[src/rtl/smc_rd_strobe_lite19_if.sv]
// Request/strobe bundle for the SMC read strobe sequencer.
// The master drives the request and the external data bus; the slave is the sequencer.
interface smc_rd_strobe_lite19_if #(
  parameter int DW   = 32,
  parameter int WS_W = 4
);
  logic            rd_req19;
  logic            rd_ack19;
  logic [3:0]      r_cs19;
  logic [1:0]      r_oe_setup19;
  logic [WS_W-1:0] r_oe_wait19;
  logic [1:0]      r_turn19;
  logic [DW-1:0]   smc_data_in19;
  logic [3:0]      smc_n_cs19;
  logic            smc_n_oe19;
  logic [DW-1:0]   rd_data19;
  logic            rd_valid19;
  logic            rd_busy19;

  modport master (
    output rd_req19, r_cs19, r_oe_setup19, r_oe_wait19, r_turn19, smc_data_in19,
    input  rd_ack19, smc_n_cs19, smc_n_oe19, rd_data19, rd_valid19, rd_busy19
  );

  modport slave (
    input  rd_req19, r_cs19, r_oe_setup19, r_oe_wait19, r_turn19, smc_data_in19,
    output rd_ack19, smc_n_cs19, smc_n_oe19, rd_data19, rd_valid19, rd_busy19
  );
endinterface

[src/rtl/smc_rd_strobe_lite19.sv]
// Read strobe sequencer: IDLE -> SETUP -> STROBE -> TURN with registered CS/OE outputs.
// Optional macro SMC_RD_INREG_EN adds an input register on the read data bus (+1 cycle latency).
module smc_rd_strobe_lite19 #(
  parameter int DW   = 32,
  parameter int WS_W = 4
) (
  input logic                   sys_clk19,
  input logic                   sys_reset19,
  smc_rd_strobe_lite19_if.slave bus
);
  localparam int CW = WS_W + 1;

  typedef enum logic [1:0] {
    ST_IDLE,
    ST_SETUP,
    ST_STROBE,
    ST_TURN
  } state_t;

  state_t          state_q, state_d;
  logic [CW-1:0]   cnt_q, cnt_d;
  logic [3:0]      cs_q, cs_d;
  logic [WS_W-1:0] wait_q, wait_d;
  logic [1:0]      turn_q, turn_d;
  logic [3:0]      n_cs_q;
  logic            n_oe_q;
  logic [DW-1:0]   rd_data_q;
  logic            rd_valid_q;
  logic            accept;
  logic            last_cnt;
  logic            capture;
  logic            cap_en;
  logic [DW-1:0]   cap_data;

  assign accept   = bus.rd_req19 && (state_q == ST_IDLE);
  assign last_cnt = (cnt_q == CW'(1));
  assign capture  = (state_q == ST_STROBE) && last_cnt;

  always_comb begin
    state_d = state_q;
    cnt_d   = cnt_q;
    cs_d    = cs_q;
    wait_d  = wait_q;
    turn_d  = turn_q;
    case (state_q)
      ST_IDLE: begin
        if (accept) begin
          cs_d   = bus.r_cs19;
          wait_d = bus.r_oe_wait19;
          turn_d = bus.r_turn19;
          if (bus.r_oe_setup19 != 2'd0) begin
            state_d = ST_SETUP;
            cnt_d   = CW'(bus.r_oe_setup19);
          end else begin
            state_d = ST_STROBE;
            cnt_d   = CW'(bus.r_oe_wait19) + CW'(1);
          end
        end
      end
      ST_SETUP: begin
        if (last_cnt) begin
          state_d = ST_STROBE;
          cnt_d   = CW'(wait_q) + CW'(1);
        end else begin
          cnt_d = cnt_q - CW'(1);
        end
      end
      ST_STROBE: begin
        if (last_cnt) begin
          if (turn_q != 2'd0) begin
            state_d = ST_TURN;
            cnt_d   = CW'(turn_q);
          end else begin
            state_d = ST_IDLE;
          end
        end else begin
          cnt_d = cnt_q - CW'(1);
        end
      end
      ST_TURN: begin
        if (last_cnt) begin
          state_d = ST_IDLE;
        end else begin
          cnt_d = cnt_q - CW'(1);
        end
      end
      default: state_d = ST_IDLE;
    endcase
  end

`ifdef SMC_RD_INREG_EN
  logic [DW-1:0] din_q;
  logic          cap_pend_q;

  // The bus is registered unconditionally; capture uses the copy taken at the last STROBE edge.
  always_ff @(posedge sys_clk19) begin
    if (sys_reset19) begin
      din_q      <= '0;
      cap_pend_q <= 1'b0;
    end else begin
      din_q      <= bus.smc_data_in19;
      cap_pend_q <= capture;
    end
  end

  assign cap_en   = cap_pend_q;
  assign cap_data = din_q;
`else
  assign cap_en   = capture;
  assign cap_data = bus.smc_data_in19;
`endif

  // Strobes come from the next state so they change on the same edge as the FSM.
  always_ff @(posedge sys_clk19) begin
    if (sys_reset19) begin
      state_q    <= ST_IDLE;
      cnt_q      <= '0;
      cs_q       <= '0;
      wait_q     <= '0;
      turn_q     <= '0;
      n_cs_q     <= 4'hF;
      n_oe_q     <= 1'b1;
      rd_data_q  <= '0;
      rd_valid_q <= 1'b0;
    end else begin
      state_q    <= state_d;
      cnt_q      <= cnt_d;
      cs_q       <= cs_d;
      wait_q     <= wait_d;
      turn_q     <= turn_d;
      n_cs_q     <= ((state_d == ST_SETUP) || (state_d == ST_STROBE)) ? ~cs_d : 4'hF;
      n_oe_q     <= (state_d != ST_STROBE);
      rd_valid_q <= cap_en;
      if (cap_en) begin
        rd_data_q <= cap_data;
      end
    end
  end

  assign bus.rd_ack19   = (state_q == ST_IDLE);
  assign bus.rd_busy19  = (state_q != ST_IDLE);
  assign bus.smc_n_cs19 = n_cs_q;
  assign bus.smc_n_oe19 = n_oe_q;
  assign bus.rd_data19  = rd_data_q;
  assign bus.rd_valid19 = rd_valid_q;
endmodule

[src/flat_wrapper.sv]
// flat-port wrapper written by rule: the top's interface ports become plain ports
module smc_rd_strobe_lite19_flat 
#(
  parameter int DW   = 32,
  parameter int WS_W = 4
)
  (sys_clk19, sys_reset19, bus_rd_req19, bus_r_cs19, bus_r_oe_setup19, bus_r_oe_wait19, bus_r_turn19, bus_smc_data_in19, bus_rd_ack19, bus_smc_n_cs19, bus_smc_n_oe19, bus_rd_data19, bus_rd_valid19, bus_rd_busy19);
  smc_rd_strobe_lite19_if #(.DW(DW), .WS_W(WS_W)) bus_i ();
  input logic sys_clk19;
  input logic sys_reset19;
  input wire logic [$bits(bus_i.rd_req19)-1:0] bus_rd_req19;
  input wire logic [$bits(bus_i.r_cs19)-1:0] bus_r_cs19;
  input wire logic [$bits(bus_i.r_oe_setup19)-1:0] bus_r_oe_setup19;
  input wire logic [$bits(bus_i.r_oe_wait19)-1:0] bus_r_oe_wait19;
  input wire logic [$bits(bus_i.r_turn19)-1:0] bus_r_turn19;
  input wire logic [$bits(bus_i.smc_data_in19)-1:0] bus_smc_data_in19;
  output wire logic [$bits(bus_i.rd_ack19)-1:0] bus_rd_ack19;
  output wire logic [$bits(bus_i.smc_n_cs19)-1:0] bus_smc_n_cs19;
  output wire logic [$bits(bus_i.smc_n_oe19)-1:0] bus_smc_n_oe19;
  output wire logic [$bits(bus_i.rd_data19)-1:0] bus_rd_data19;
  output wire logic [$bits(bus_i.rd_valid19)-1:0] bus_rd_valid19;
  output wire logic [$bits(bus_i.rd_busy19)-1:0] bus_rd_busy19;
  assign bus_i.rd_req19 = bus_rd_req19;
  assign bus_i.r_cs19 = bus_r_cs19;
  assign bus_i.r_oe_setup19 = bus_r_oe_setup19;
  assign bus_i.r_oe_wait19 = bus_r_oe_wait19;
  assign bus_i.r_turn19 = bus_r_turn19;
  assign bus_i.smc_data_in19 = bus_smc_data_in19;
  assign bus_rd_ack19 = bus_i.rd_ack19;
  assign bus_smc_n_cs19 = bus_i.smc_n_cs19;
  assign bus_smc_n_oe19 = bus_i.smc_n_oe19;
  assign bus_rd_data19 = bus_i.rd_data19;
  assign bus_rd_valid19 = bus_i.rd_valid19;
  assign bus_rd_busy19 = bus_i.rd_busy19;
  smc_rd_strobe_lite19 #(.DW(DW), .WS_W(WS_W)) u_core (.sys_clk19(sys_clk19), .sys_reset19(sys_reset19), .bus(bus_i));
endmodule
[config.mk]
export PLATFORM = sky130hd
export DESIGN_NAME = smc_rd_strobe_lite19_flat
export DESIGN_NICKNAME = d
export VERILOG_FILES = /design/src/rtl/smc_rd_strobe_lite19_if.sv /design/src/rtl/smc_rd_strobe_lite19.sv /design/src/flat_wrapper.sv
export SDC_FILE = /design/constraint.sdc
export NUM_CORES = 1
export LEC_CHECK = 0
export CELL_PAD_IN_SITES_DETAIL_PLACEMENT = 1
export CELL_PAD_IN_SITES_GLOBAL_PLACEMENT = 2
export CORE_AREA = 2 2 97 99
export CTS_CLUSTER_DIAMETER = 40
export DETAILED_ROUTE_END_ITERATION = 6
export DIE_AREA = 0 0 99 101
export PLACE_DENSITY = 0.87
export SLEW_MARGIN = 10
export SYNTH_ARGS = -nofsm -noshare
export SYNTH_HDL_FRONTEND = slang
export SYNTH_SLANG_ARGS = --single-unit
[constraint.sdc]
create_clock -name sys_clk19 -period 5.2 [get_ports sys_clk19]
set_input_delay 0.52 -clock sys_clk19 [delete_from_list [all_inputs] [get_ports sys_clk19]]
set_output_delay 0.52 -clock sys_clk19 [all_outputs]
set_load 0.02 [all_outputs]
==> results.yml, run 1 <==
setup_path:
  endpoint_kind: "output pin"
  worstPathMaxFanout: 14
  cp_cell_sequence: "nor2_1 > inv_1 > clkdlybuf4s50_1"
  crit_type: "reg -> out"
  cp.required_ns: 4.68
  cp.arrival_ns: 1.94
  slowest_delay_ns: 0.63
  worst-path-buf-inv: 2
  cpLargestDelayFamily: "buffers and inverters"
  crit_slowest_cell: "dfxtp_1"
  startpoint_type: "flop"
finish:
  fin_cells: 461
  area_growth_pct: 47.4
  mostFrequentLayoutCells: "85 x clkdlybuf4s50_1, 68 x nand2_1, 55 x dfxtp_1"
  fin_util: 0.371
  final_common_cell: "clkdlybuf4s50_1"
  drive_gt1_frac: 0.0429
  fillers: 1088
  antenna_cells: 0
  nets: 401
route:
  wl_per_cell_um: 13.9
  drt_iter0_drc: 48
  drtAntennaViolNets: 0
  vias_per_cell: 4.64
  drt_first_pass_iters: 3
  drcViolationCount: 0
  vias: 2138
  wl_um: 6430
timing:
  min_period_ns: 2.46
  finalSetupTns_ns: 0
  worstMarginPinSlew_ns: 1.01
  finalSetupViolCount: 0
  skew_ns: 0.0107
  fin_crit_sh: 0.473
  fin_hold_ws_ns: 0.458
  relSlewSlack: 0.324
  fmax_mhz: 406
  hold_viol_final: 0
  grt_setup_unrepaired: "false"
  drv_slew: 0
global_routing:
  grt_pass1_wl_um: 10300
  grt_overflow_total: 0
  grt_max_degree: 55
  grt_pass1_vias: 2179
  grt_usage: 0.128
  antenna_found_initial: 0
clocking:
  post_cts_buffers: 0
  clock_path_buffers: 2
  htreeDepth: 2
  tritoncts: "built"
  ctsHoldBuffers: 0
  worstSkewPairLatency_ns: 0.31
  cts_sinks: 55
  cts_buffers: 5
  cts_root_buf: "clkbuf_8"
  ctsResizeCount: 0
  clk_pin_slew_ns: 0.10
synth:
  ys_seq_area_frac: 0.488
  async_reset_ff_frac: 0
  syn_nets: 321
  avgSynthCellArea_um2: 8.39
  synth_edf_count: 0
  ys.flop_type: "dfxtp_1"
  synth.cell_area_um2: 2260
  synth_seq_cells: 55
  syn_inst: 269
  synthDistinctLibCells: 36
  synth_warnings: 0
min_path:
  hp-class: "reg -> reg"
die:
  dieWidth_um: 99
  core-area_um2: 8980
  ios: 87
  die_area_um2: 10000
  initial_core_util: 0.251
  fp.dieH_um: 101
  row_count: 35
power:
  p_leak_nw: 1.19
  peakVddDrop_mv: 0.126
  p_per_area_nw_per_um2: 289
placement:
  dpl.hpwl_um: 4660
  placed_cells: 453
  portBuffers: 86
  gp_congestion: 0.810
outcome:
  status: "complete, no violations"
job:
  cap_violations: 0
metal layers:
layer | global-route usage | up-vias | part of all wire
li1 | - | 1064 | -
met1 | 0.157 | 1008 | 0.46
met2 | 0.227 | 57 | 0.48
met3 | 0.0298 | 9 | 0.055
met4 | 0.0285 | 0 | 0.0082
met5 | 0 | - | 0
state kept, by name (all words and copies together) (netlist names):
name	count
u_core.bus.rd_data19	32
u_core.bus.rd_valid19	1
u_core.bus.smc_n_cs19	4
u_core.bus.smc_n_oe19	1
u_core.cnt_q	5
u_core.cs_q	4
u_core.state_q	2
u_core.turn_q	2
u_core.wait_q	4
synthesized netlist by cell type (2+ instances only):
| cell | number | area (um2) |
|---|---|---|
| and3_1 | 2 | 12.5 |
| nand2b_1 | 2 | 12.5 |
| or3_1 | 6 | 37.5 |
| ha_1 | 5 | 62.6 |
| inv_1 | 6 | 22.5 |
| xor2_1 | 4 | 35.0 |
| a21oi_1 | 36 | 180 |
| nor3b_1 | 2 | 15.0 |
| clkbuf_1 | 9 | 33.8 |
| dfxtp_1 | 55 | 1100 |
| o21ai_0 | 3 | 15.0 |
| nor2_1 | 21 | 78.8 |
| o21a_1 | 3 | 22.5 |
| nor3_1 | 6 | 30.0 |
| o221ai_1 | 2 | 17.5 |
| mux2i_1 | 11 | 110 |
| nand3_1 | 5 | 25.0 |
| a32o_1 | 2 | 20.0 |
| buf_2 | 5 | 25.0 |
| nand2_1 | 68 | 255 |
worst paths after layout:
kind	startpoint	endpoint	slack, ns	depth (start not counted)
setup / recovery	u_core.state_q[1]	bus_rd_busy19	2.74	3
setup reg to reg	u_core.cnt_q[0]	u_core.bus.smc_n_cs19[2]	2.80	6
hold reg to reg	u_core.bus.rd_data19[23]	u_core.bus.rd_data19[23]	0.46	2
hold / removal	u_core.bus.rd_data19[23]	u_core.bus.rd_data19[23]	0.46	2
worst min-delay path, stage by stage, from the launching register on:
cell,delay [ns]
dfxtp_1,0.32
nand2_1,0.05
a21oi_1,0.05
power breakdown:
part           internal, mW  total, mW  switching (mW)
clock network         0.156      0.295           0.139
logic                 0.102      0.197          0.0954
registers             0.443      0.468          0.0247
cells by family after synthesis:
logic type | count (synthesis) | synth area share
AO/OA/AOI/OAI | 55 | 0.147
XOR/XNOR | 5 | 0.0194
adder cells (fa/ha/maj) | 5 | 0.0277
buffers and inverters | 22 | 0.0394
flip-flops | 55 | 0.488
multiplexers | 11 | 0.0488
AND/OR/NAND/NOR | 116 | 0.229
through the flow:
step	instance area, um2	power (mW)	setup WS (ns)
5_1_grt	3330	1.02	2.62
6_report	3330	0.961	2.74
3_5_place_dp	3210	0.678	2.53
3_3_place_gp	3210	0.673	2.58
2_1_floorplan	2260	0.587	3.14
4_1_cts	3330	0.977	2.72
layout make-up:
type                       instances  area (um2)  share of cell area
tap                              111         139              0.0417
multi-input combinational        192        1070               0.322
inverter                           7        26.3             0.00790
clock inverter                     2        35.0              0.0105
clock buffer                       6        82.6              0.0248
sequential                        55        1100               0.331
timing repair buffer              88         871               0.262
Power figures use the tool's default switching activity.
==> inputs of run 2 (changes only) <==
- CORE_AREA: 2 2 97 99 -> 2 2 100 102
- DIE_AREA: 0 0 99 101 -> 0 0 102 104
- PLACE_DENSITY: 0.87 -> 0.83
- clock period: 5.2 -> 2.5 ns (I/O delays scaled with it)
==> results.yml, run 2 (synthesized netlist as in run 1, its figures left out) <==
power:
  p_sw_frac: 0.279
  p_int_mw: 1.44
  peakVddDrop_mv: 0.291
  total_power_mw: 2.00
  seqPwrFrac: 0.484
  switchingPower_mw: 0.559
  p_per_area_nw_per_um2: 588
  combPwrFrac: 0.213
  p_clk_frac: 0.304
  p_leak_nw: 1.22
finish:
  mostFrequentLayoutCells: "85 x clkdlybuf4s50_1, 68 x nand2_1, 55 x dfxtp_1"
  final_common_cell: "clkdlybuf4s50_1"
  fin_util: 0.357
  area_growth_pct: 50.9
  drive_gt1_frac: 0.0590
  antenna_cells: 0
  nets: 407
  largest_register_ff_count: 32
setup_path:
  startpoint_type: "flop"
  worstPathMaxFanout: 5
  cp.required_ns: 2.70
  crit_type: "reg -> reg"
  endpoint_kind: "flop"
  cp.arrival_ns: 2.48
timing:
  fmax_mhz: 440
  finalSetupViolCount: 0
  fin_crit_sh: 0.910
  finalSetupTns_ns: 0
  grt_setup_unrepaired: "false"
  drv_slew: 0
  worstMarginPinSlew_ns: 0.453
  hold_viol_final: 0
  min_period_ns: 2.27
  relSlewSlack: 0.698
  skew_ns: 0.00625
route:
  wl_um: 6660
  drt_first_pass_iters: 4
  drtAntennaViolNets: 0
  drcViolationCount: 0
  wl_per_cell_um: 13.6
  drt_iter0_drc: 25
  vias_per_cell: 4.41
  vias: 2157
global_routing:
  grt_pass1_vias: 2245
  antenna_found_initial: 0
  grt_max_degree: 34
  grt_pass1_wl_um: 11000
  grt_overflow_total: 0
  grt_usage: 0.128
clocking:
  cts_sinks: 55
  clock_path_buffers: 2
  ctsHoldBuffers: 0
  tritoncts: "built"
  post_cts_buffers: 0
  cts_buffers: 5
  worstSkewPairLatency_ns: 0.31
  clk_pin_slew_ns: 0.10
  ctsResizeCount: 0
  cts_root_buf: "clkbuf_8"
  htreeDepth: 2
min_path:
  hp-class: "in -> reg"
placement:
  dpl.hpwl_um: 5010
  portBuffers: 86
  gp_congestion: 0.880
die:
  ios: 87
  dieWidth_um: 102
  fp.dieH_um: 104
  initial_core_util: 0.236
  row_count: 36
  core-area_um2: 9550
  die_area_um2: 10600
job:
  cap_violations: 0
outcome:
  status: "complete, no violations"
==> run 2: layout make-up <==
type                       instances  area, um2
clock buffer                       5       68.8
clock inverter                     3       43.8
fill                            1130       6140
inverter                           7       26.3
multi-input combinational        192       1070
sequential                        55       1100
tap                              133        166
timing repair buffer              94        928
==> run 2: routing by layer <==
metal / wire length, um / global-route usage / vias up
met2: 3170 / 0.215 / 59
met1: 3050 / 0.163 / 1005
li1: - / - / 1081
met3: 337 / 0.0282 / 12
met4: 103 / 0.0362 / 0
met5: 0 / 0 / -
==> run 2: final timing paths <==
| kind | cells after the start | start | slack [ns] | end |
|---|---|---|---|---|
| max | 7 | u_core.cnt_q[0] | 0.23 | u_core.bus.smc_n_cs19[3] |
| min | 2 | sys_reset19 | 0.36 | u_core.turn_q[1] |
| max reg2reg | 7 | u_core.cnt_q[0] | 0.23 | u_core.bus.smc_n_cs19[3] |
| min reg2reg | 2 | u_core.bus.rd_data19[5] | 0.46 | u_core.bus.rd_data19[5] |
==> run 2: power groups by stage <==
stage | logic, mW | registers [mW] | clock network [mW]
floorplan | 0.224 | 0.997 | 0
global placement | 0.426 | 0.987 | 0
detailed placement | 0.431 | 0.990 | 0
CTS | 0.433 | 0.970 | 0.634
global route | 0.472 | 0.976 | 0.661
finish | 0.426 | 0.969 | 0.608
==> run 2: critical path, stage by stage (launching register included) <==
cell      delay (ns)
dfxtp_1         0.42
ha_1            0.24
or4b_4          0.49
nor2_1          0.14
a211oi_1        0.09
nor2_1          0.13
ha_1            0.27
or3_1           0.38
==> run 2: stage by stage <==
step | setup WS [ns] | instance area [um2] | std cells | hold WS (ns)
global route | 0.104 | 3410 | 489 | 0.387
finish | 0.226 | 3410 | 489 | 0.357
detailed placement | 0.141 | 3290 | 481 | 0.450
floorplan | 0.438 | 2260 | 269 | 0.386
CTS | 0.202 | 3410 | 489 | 0.369
global placement | 0.179 | 3290 | 481 | 0.442
==> inputs of run 3 (changes only) <==
- CAP_MARGIN: unset -> 15
==> results of run 3 <==
The final DEF is identical to that of run 2; final timing and power are the same.
